`src/rtl/vid_mem_arbiter_pkg.sv`:
```
// Shared display types for the frame-buffer arbiter and its write FIFO.
// Latency: n/a (types, constants and helpers only).
// Backpressure: n/a.
package vid_mem_arbiter_pkg;

    localparam int VID_ADDR_W = 19;
    localparam int VID_DATA_W = 9;

    typedef logic [VID_ADDR_W-1:0] VidAddr_t;
    typedef logic [VID_DATA_W-1:0] VidData_t;

    // One queued renderer write: address in the upper bits, pixel below.
    typedef struct packed {
        VidAddr_t addr;
        VidData_t data;
    } VidWrEntry_t;

    typedef enum logic {
        ARB_NORMAL   = 1'b0,
        ARB_FORCE_WR = 1'b1
    } ArbState_t;

    // Saturating 16-bit increment for the optional statistics counters.
    function automatic logic [15:0] sat_inc16(input logic [15:0] v);
        return (v == 16'hFFFF) ? v : v + 16'd1;
    endfunction

endpackage

```
`src/rtl/vid_wr_fifo.sv`:
```
// Synchronous FIFO of renderer write entries; head is visible combinationally.
// Latency: a push is visible at the head one edge later; level is registered.
// Backpressure: push ignored when full, pop ignored when empty.
module vid_wr_fifo
    import vid_mem_arbiter_pkg::*;
#(
    parameter  int DEPTH = 8,
    localparam int PTR_W = $clog2(DEPTH),
    localparam int LVL_W = PTR_W + 1
) (
    input  logic              clk,
    input  logic              rst,
    input  logic              push,
    input  VidWrEntry_t       push_dat,
    input  logic              pop,
    output VidWrEntry_t       head,
    output logic [LVL_W-1:0]  level,
    output logic              full,
    output logic              empty
);

    VidWrEntry_t      mem_q [DEPTH];
    logic [PTR_W-1:0] wr_ptr;
    logic [PTR_W-1:0] rd_ptr;
    logic             do_push;
    logic             do_pop;

    assign full    = (level == LVL_W'(DEPTH));
    assign empty   = (level == '0);
    assign do_push = push && !full;
    assign do_pop  = pop && !empty;
    assign head    = mem_q[rd_ptr];

    // Storage array: written on accepted pushes, never reset.
    always_ff @(posedge clk) begin
        if (do_push) begin
            mem_q[wr_ptr] <= push_dat;
        end
    end

    // Pointers wrap naturally because DEPTH is a power of two.
    always_ff @(posedge clk or negedge rst) begin
        if (!rst) begin
            wr_ptr <= '0;
            rd_ptr <= '0;
            level  <= '0;
        end else begin
            if (do_push) begin
                wr_ptr <= wr_ptr + PTR_W'(1);
            end
            if (do_pop) begin
                rd_ptr <= rd_ptr + PTR_W'(1);
            end
            case ({do_push, do_pop})
                2'b10:   level <= level + LVL_W'(1);
                2'b01:   level <= level - LVL_W'(1);
                default: level <= level;
            endcase
        end
    end

endmodule

```
`src/rtl/vid_mem_arbiter.sv`:
```
// Frame-buffer RAM arbiter: scan-out reads win, renderer writes queue in a FIFO.
// Latency: read grant -> rd_valid 3 cycles; write grant -> mem_we 1 cycle.
// Backpressure: rd_ready drops only in a forced write slot; wr_ready = FIFO not full.
// Optional statistics counters are built when VIDARB_STATS_EN is defined.
module vid_mem_arbiter
    import vid_mem_arbiter_pkg::*;
#(
    parameter  int ADDR_W        = VID_ADDR_W,
    parameter  int DATA_W        = VID_DATA_W,
    parameter  int FIFO_DEPTH    = 8,
    parameter  int WR_STARVE_MAX = 16,
    localparam int LVL_W         = $clog2(FIFO_DEPTH) + 1
) (
    input  logic              clk,
    input  logic              rst,
    input  logic              rd_req,
    input  logic [ADDR_W-1:0] rd_addr,
    output logic              rd_ready,
    output logic              rd_valid,
    output logic [DATA_W-1:0] rd_data,
    input  logic              wr_req,
    input  logic [ADDR_W-1:0] wr_addr,
    input  logic [DATA_W-1:0] wr_data,
    output logic              wr_ready,
    output logic [ADDR_W-1:0] mem_addr,
    output logic [DATA_W-1:0] mem_wdata,
    output logic              mem_we,
    input  logic [DATA_W-1:0] mem_rdata,
    output logic [LVL_W-1:0]  fifo_level,
    output logic              overflow
`ifdef VIDARB_STATS_EN
    ,
    output logic [15:0]       stat_rd_stall,
    output logic [15:0]       stat_forced_wr
`endif
);

    // Counter only has to reach WR_STARVE_MAX-1.
    localparam int CNT_W = (WR_STARVE_MAX > 1) ? $clog2(WR_STARVE_MAX) : 1;

    ArbState_t         state_q;
    logic [CNT_W-1:0]  starve_cnt;
    logic              fifo_full;
    logic              fifo_empty;
    VidWrEntry_t       fifo_head;
    VidWrEntry_t       push_dat;
    logic              push;
    logic              force_grant;
    logic              rd_grant;
    logic              wr_grant;
    logic              rd_s1;
    logic              rd_s2;

    // Ready outputs are held low while reset is asserted.
    assign rd_ready = rst && !force_grant;
    assign wr_ready = rst && !fifo_full;
    assign push     = wr_req && wr_ready;
    assign push_dat = '{addr: wr_addr, data: wr_data};

    // Per-cycle grant from registered state: forced write, then read, then queued write.
    always_comb begin
        force_grant = (state_q == ARB_FORCE_WR) && !fifo_empty;
        rd_grant    = rd_req && !force_grant;
        wr_grant    = !fifo_empty && (force_grant || !rd_req);
    end

    vid_wr_fifo #(
        .DEPTH    (FIFO_DEPTH)
    ) u_wr_fifo (
        .clk      (clk),
        .rst      (rst),
        .push     (push),
        .push_dat (push_dat),
        .pop      (wr_grant),
        .head     (fifo_head),
        .level    (fifo_level),
        .full     (fifo_full),
        .empty    (fifo_empty)
    );

    // Starvation tracking: count reads that bypassed a waiting write, then force one slot.
    always_ff @(posedge clk or negedge rst) begin
        if (!rst) begin
            state_q    <= ARB_NORMAL;
            starve_cnt <= '0;
        end else if (state_q == ARB_FORCE_WR) begin
            state_q    <= ARB_NORMAL;
            starve_cnt <= '0;
        end else if (rd_grant && !fifo_empty) begin
            if (starve_cnt == CNT_W'(WR_STARVE_MAX - 1)) begin
                state_q    <= ARB_FORCE_WR;
                starve_cnt <= '0;
            end else begin
                starve_cnt <= starve_cnt + CNT_W'(1);
            end
        end else begin
            starve_cnt <= '0;
        end
    end

    // Registered RAM port; address holds when idle so the RAM sees no spurious toggles.
    always_ff @(posedge clk or negedge rst) begin
        if (!rst) begin
            mem_addr  <= '0;
            mem_wdata <= '0;
            mem_we    <= 1'b0;
        end else if (wr_grant) begin
            mem_addr  <= fifo_head.addr;
            mem_wdata <= fifo_head.data;
            mem_we    <= 1'b1;
        end else if (rd_grant) begin
            mem_addr  <= rd_addr;
            mem_we    <= 1'b0;
        end else begin
            mem_we    <= 1'b0;
        end
    end

    // Read tag: stage 1 = address on RAM, stage 2 = RAM data valid, then register out.
    always_ff @(posedge clk or negedge rst) begin
        if (!rst) begin
            rd_s1    <= 1'b0;
            rd_s2    <= 1'b0;
            rd_valid <= 1'b0;
            rd_data  <= '0;
        end else begin
            rd_s1    <= rd_grant;
            rd_s2    <= rd_s1;
            rd_valid <= rd_s2;
            if (rd_s2) begin
                rd_data <= mem_rdata;
            end
        end
    end

    // Sticky flag for a write offered while the FIFO was full; that write is dropped.
    always_ff @(posedge clk or negedge rst) begin
        if (!rst) begin
            overflow <= 1'b0;
        end else if (wr_req && !wr_ready) begin
            overflow <= 1'b1;
        end
    end

`ifdef VIDARB_STATS_EN
    // Saturating counters of stalled read cycles and forced write slots.
    always_ff @(posedge clk or negedge rst) begin
        if (!rst) begin
            stat_rd_stall  <= '0;
            stat_forced_wr <= '0;
        end else begin
            if (rd_req && !rd_ready) begin
                stat_rd_stall <= sat_inc16(stat_rd_stall);
            end
            if (force_grant) begin
                stat_forced_wr <= sat_inc16(stat_forced_wr);
            end
        end
    end
`endif

endmodule

```
`config.mk`:
```
export PLATFORM = sky130hd
export DESIGN_NAME = vid_mem_arbiter
export DESIGN_NICKNAME = d
export VERILOG_FILES = /design/src/rtl/vid_mem_arbiter_pkg.sv /design/src/rtl/vid_wr_fifo.sv /design/src/rtl/vid_mem_arbiter.sv
export SDC_FILE = /design/constraint.sdc
export NUM_CORES = 1
export LEC_CHECK = 0
export BUFFER_PORTS_ARGS = -buffer_cell sky130_fd_sc_hd__clkbuf_2
export CAP_MARGIN = 10
export CORE_ASPECT_RATIO = 0.5
export CORE_MARGIN = 2
export CORE_UTILIZATION = 55
export CTS_CLUSTER_SIZE = 40
export DETAILED_ROUTE_END_ITERATION = 12
export PLACE_DENSITY = 0.75
export SYNTH_ARGS = -nofsm -noshare
export SYNTH_HDL_FRONTEND = slang
export SYNTH_SLANG_ARGS = --single-unit
```
`constraint.sdc`:
```
create_clock -name clk -period 6.7 [get_ports clk]
set_clock_uncertainty 0.15 [all_clocks]
set_input_delay 0.67 -clock clk [delete_from_list [all_inputs] [get_ports clk]]
set_output_delay 0.67 -clock clk [all_outputs]
set_load 0.02 [all_outputs]
```
# ---- Word level (Yosys, flattened, before mapping)
# Memories as Yosys holds them, arrays and structs flattened.
# Cells that the tools add are included.
# W data, S select, Z words.
dict set report word_totals {
  elab_cells 54
  ff_bits 57
  ramBits 224
  n_memories 1
  out_inout_bits 46
}
dict set report classes {
  reduce_logical 19
  addsub 5
  n_eq_ne 4
  n_mux 12
}
# memory depth width rd rd_ports_with_merged_regs wr line_no
set memory_table {}
lappend memory_table {u_wr_fifo.mem_q 8 28 1 0 1 vid_wr_fifo.sv:22} ;# VidWrEntry_t mem_q [DEPTH];
# op n
set op_table {}
lappend op_table {{$mux W19} 2}
lappend op_table {{$mux W4} 3}
lappend op_table {{$logic_and A1 B1 Y1} 10}
lappend op_table {{$add A4 B1 Y4 const B} 2}
lappend op_table {{$eq A4 B4 Y1 const B} 2}
lappend op_table {{$pmux W4 S2} 1}
lappend op_table {{$add A3 B1 Y3 const B} 2}
lappend op_table {{$mux W1} 6}
lappend op_table {{$logic_not A1 Y1} 5}
lappend op_table {{$logic_not A4 Y1} 1}
lappend op_table {{$reduce_bool A2 Y1} 2}
lappend op_table {{$sub A4 B1 Y4 const B} 1}
lappend op_table {{$eq A2 B1 Y1 const B} 1}
lappend op_table {{$eq A2 B2 Y1 const B} 1}
lappend op_table {{$logic_or A1 B1 Y1} 1}

# ---- Longest topological paths before layout
dict set report depth {
  ltp_word 8
  ltp_mapped 11
  mapped_depth_nobuf 10
}

# ---- Hierarchy
# A second synthesis with hierarchy kept.
dict set report hier_totals {
  cells_unflattened 522
  area_unflattened_um2 11023.1
}
# module cells_each instances area_per_inst_um2
set modules_own_cells {}
lappend modules_own_cells {vid_wr_fifo 390 1 9051.2}
lappend modules_own_cells {vid_mem_arbiter 132 1 1971.9}

# ---- Least setup slack after synthesis
# No wires, ideal clock.
dict set report synth_timing {
  path_kind {reg-to-reg}
  startpoint {reg u_wr_fifo.level[1]}
  endpoint {mem u_wr_fifo.mem_q[0][0] in the netlist's numbering (enable)}
  path_buffers 1
  path_slack_ns 2.971
  arrival_ns 3.131
  stages_incl_launch_ff 6
  setup_ns 0.448
  path_cell_list {dfrtp_1 -> or4b_1 -> and3_1 -> clkbuf_1 -> nand2b_1 -> nor3_1}
}
dict set report synth_between {
  elab_chain_len 7
}
# element line_no
set synth_lines {}
lappend synth_lines {{from (decl)} vid_wr_fifo.sv:17} ;# output logic [LVL_W-1:0] level,
lappend synth_lines {{from (signal assigned)} vid_wr_fifo.sv:55} ;# 2'b10: level <= level + LVL_W'(1);
lappend synth_lines {{from (signal assigned)} vid_wr_fifo.sv:56} ;# 2'b01: level <= level - LVL_W'(1);
lappend synth_lines {{from (signal assigned)} vid_wr_fifo.sv:57} ;# default: level <= level;
lappend synth_lines {{$eq A4 B4 Y1 (*)} vid_wr_fifo.sv:28} ;# assign full = (level == LVL_W'(DEPTH));
lappend synth_lines {{$logic_not A1 Y1 (*)} {vid_wr_fifo.sv:30, vid_mem_arbiter.sv:56}}
lappend synth_lines {{$logic_and A1 B1 Y1} vid_mem_arbiter.sv:56} ;# assign wr_ready = rst && !fifo_full;
lappend synth_lines {{$logic_and A1 B1 Y1} vid_mem_arbiter.sv:57} ;# assign push = wr_req && wr_ready;
lappend synth_lines {{$logic_and A1 B1 Y1 (*)} vid_wr_fifo.sv:30} ;# assign do_push = push && !full;
lappend synth_lines {{$mux W1 (*)} vid_wr_fifo.sv:36} ;# if (do_push) begin
lappend synth_lines {{$mux W1 (not written as such) (*)} vid_wr_fifo.sv:37} ;# mem_q[wr_ptr] <= push_dat;
lappend synth_lines {{to (decl)} vid_wr_fifo.sv:22}
# Mark *: on every way between the ends. The rest lies on a longest branch, timed or not.

# ---- Worst setup path after layout
dict set report layout_timing {
  startpoint {reg u_wr_fifo.level[1]}
  endpoint {out rd_ready}
}
dict set report layout_between {
  elab_chain_len 5
}
# element line_no
set layout_lines {}
lappend layout_lines {{$logic_not A4 Y1} vid_wr_fifo.sv:29} ;# assign empty = (level == '0);
lappend layout_lines {{$logic_not A1 Y1} vid_mem_arbiter.sv:62} ;# force_grant = (state_q == ARB_FORCE_WR) && !fifo_empty;
lappend layout_lines {{$logic_and A1 B1 Y1} vid_mem_arbiter.sv:62}
lappend layout_lines {{$logic_not A1 Y1} vid_mem_arbiter.sv:55} ;# assign rd_ready = rst && !force_grant;
lappend layout_lines {{$logic_and A1 B1 Y1} vid_mem_arbiter.sv:55}
lappend layout_lines {{to (decl)} vid_mem_arbiter.sv:18} ;# output logic rd_ready,
# Every way passes these cells.

==> impl_metrics.py <==
metrics = {
    "outcome": {
        "status": "completed",
    },
    "timing": {
        "fin_crit_sh": 0.521,
        "slew-limit-headroom": 0.246,
        "worst_slew_pin_slew_ns": 1.13,
        "fin_crit_ns": 3.49,
        "final-setup-viol-count": 0,
        "rsz0062_at_grt": "no",
        "drv_slew": 0,
        "fmaxAchievable_ghz": 0.287,
        "tns_ns": 0,
        "hold_viol_final": 0,
    },
    "clocking": {
        "root_buffer": "clkbuf_16",
        "cts_tree": "done",
        "clkSinkCount": 281,
        "clk_latency_ns": 0.51,
        "numCtsBuffers": 24,
        "path_clk_slew_ns": 0.07,
        "clk_path_buf_depth": 3,
        "ctsHoldBuffers": 0,
        "post_cts_resized": 0,
        "post-cts-setup-buffer-count": 0,
        "cts_htree_levels": 1,
    },
    "critical_path": {
        "crit_slowest_cell": "nand2_1",
        "worst-path-max-fanout": 21,
        "crit_family": "simple AND/OR/NAND/NOR gates",
        "worstPathCellList": "or4_1, nand2_1, and2_1, clkbuf_2",
        "endpoint_kind": "primary output",
        "cp.required_ns": 5.88,
        "max_stage_delay_ns": 0.67,
        "worstSetupPathType": "flop to primary output",
        "crit_buf_inv": 1,
        "start_kind": "flop",
        "cp_data_arrival_time_ns": 2.67,
    },
    "synth": {
        "async_flop_share": 0.203,
        "synth.distinct_cells": 36,
        "synth_top_area_frac": 0.626,
        "yosys_most_used_dff": "edfxtp_1",
        "synthCells": 529,
        "syn_avg_cell_area_um2": 20.3,
        "synth_area_leaders": "edfxtp_1 (63%), dfrtp_1 (13%), mux4_2 (12%)",
        "ys_warn_count": 0,
        "syn_area_um2": 10700,
        "yosysMostFrequentCell": "edfxtp_1",
        "yosys-top-cells-count": "edfxtp_1 (224), dfrtp_1 (57), mux4_2 (56)",
        "synth_edf_count": 224,
        "synth_fp_nets": 595,
        "ys_seq_area_frac": 0.759,
        "yosysTopAreaCell": "edfxtp_1",
        "ys_ff_latch": 281,
    },
    "min_path": {
        "min_path_type": "flop to flop",
    },
    "cells_and_area": {
        "seqCellArea_um2": 8160,
        "final_core_util": 0.638,
        "n_fill_cell": 1317,
        "diodes": 0,
        "finalNonFillerCells": 928,
        "drive_above_1_share": 0.356,
        "nNetsFinal": 710,
        "multiInputGateArea_um2": 2460,
        "syn_to_final_growth_pct": 14.6,
    },
    "floorplanning": {
        "fp.dieW_um": 202,
        "ios": 106,
        "rows": 36,
        "coreArea_um2": 19300,
        "die_area_um2": 20700,
        "initial_core_util": 0.557,
        "die_h_um": 103,
    },
    "placement": {
        "gp_congestion": 0.768,
        "dp.cells": 882,
        "hpwl_um": 12400,
        "place.port_buffers": 105,
    },
    "route": {
        "wl_per_cell_um": 22.6,
        "drc": 0,
        "via_per_inst": 5.87,
        "num_vias": 5445,
        "drt_wl_total_um": 21000,
        "drt_iter0_drc": 398,
        "firstDrtPassIters": 5,
        "ant_nets": 0,
    },
    "run": {
        "cap_viol_max_count": 0,
    },
    "power_and_ir_drop": {
        "powerDensity_nw_per_um2": 396,
        "report.power.total_mw": 4.87,
        "vdd_drop_max_v": 0.000219,
        "power.leakage_nw": 4.36,
    },
    "global_route": {
        "grt_pass1_wl_um": 31500,
        "grt_use_total": 0.205,
        "grt_overflow": 0,
        "grt_max_degree": 60,
        "grt_pass1_vias": 5409,
        "antenna_found_initial": 0,
    },
}
[routing by layer]
metal | global-route usage | vias to the layer above | routed length [um]
met5 | 0 | - | 0
met4 | 0.0481 | 0 | 301
met3 | 0.0316 | 26 | 1110
met2 | 0.335 | 175 | 10100
met1 | 0.302 | 2868 | 9530
li1 | - | 2376 | -
[power breakdown]
group | internal [mW] | switching (mW) | leakage, nW
logic | 0.583 | 0.707 | 1.32
registers | 2.12 | 0.173 | 2.70
clock network | 0.699 | 0.581 | 0.345
[placed cells by master (no fill, tap or decap), types with 2 or more instances in the layout]
cell type | synthesis | routed
mux2i_1 | 9 | 9
inv_1 | 5 | 5
ha_1 | 6 | 6
dfrtp_1 | 57 | 55
nor2_1 | 19 | 13
a22oi_1 | 9 | 9
buf_4 | 1 | 10
clkinv_2 | 0 | 3
clkbuf_2 | 0 | 104
o21ai_0 | 2 | 2
nor3_2 | 0 | 2
clkbuf_16 | 0 | 25
xnor2_1 | 5 | 5
nor3b_1 | 2 | 2
xor2_1 | 5 | 5
clkinv_1 | 0 | 4
nand2_1 | 27 | 27
clkbuf_1 | 7 | 10
mux4_2 | 56 | 56
nor2_2 | 1 | 3
nand2b_1 | 6 | 6
nor2_4 | 0 | 4
edfxtp_1 | 224 | 224
and3_1 | 2 | 2
a21oi_1 | 13 | 13
mux2_2 | 12 | 12
buf_6 | 4 | 2
a22oi_2 | 10 | 10
a32oi_1 | 19 | 19
[path summary, 6_finish.rpt]
check	start	end	slack [ns]	depth (start not counted)
setup / recovery	u_wr_fifo.level[1]$_DFFE_PN0P_	rd_ready	3.21	4
max in group asynchronous	rst	u_wr_fifo.rd_ptr[0]$_DFFE_PN0N_	5.55	2
setup reg to reg	u_wr_fifo.level[1]$_DFFE_PN0P_	u_wr_fifo.level[2]$_DFFE_PN0P_	3.72	10
hold / removal	rd_s1$_DFF_PN0_	rd_s2$_DFF_PN0_	0.20	0
hold reg to reg	rd_s1$_DFF_PN0_	rd_s2$_DFF_PN0_	0.20	0
min in group asynchronous	rst	mem_wdata[1]$_DFFE_PN0N_	0.24	2
[kinds of logic after synthesis]
| family | Yosys count | share of synthesized area |
|---|---|---|
| AOI/OAI and AO/OA | 55 | 0.0417 |
| xor gates and xnor gates | 10 | 0.00815 |
| adders and majority gates | 6 | 0.00699 |
| buffers and inverters | 33 | 0.0163 |
| DFF | 281 | 0.759 |
| muxes | 77 | 0.138 |
| and+or+nand+nor | 67 | 0.0295 |
[registers in the layout, indices dropped and copies added, names as in the netlist]
name and cells:
rd_valid 1, mem_addr 19, u_wr_fifo.wr_ptr 3, rd_data 9
starve_cnt 4, mem_wdata 9, rd_s2 1, u_wr_fifo.rd_ptr 3
u_wr_fifo.level 4, mem_we 1, rd_s1 1, overflow 1
state_q 1, u_wr_fifo.mem_q 224
[per-stage QoR]
step	cell area, um2	setup slack, ns	hold slack, ns
4_1_cts	12300	3.19	0.202
2_1_floorplan	10700	2.97	0.181
3_3_place_gp	11600	3.50	0.184
5_1_grt	12300	3.09	0.215
3_5_place_dp	11600	3.47	0.187
6_report	12300	3.21	0.200
[layout make-up]
cell class | instances | area share
clock buffer | 36 | 0.0550
clock inverter | 8 | 0.00305
inverter | 5 | 0.00153
multi-input combinational | 215 | 0.200
sequential | 281 | 0.663
tap | 266 | 0.0270
timing repair buffer | 117 | 0.0506
No activity file was read; power rests on OpenSTA's default activity.
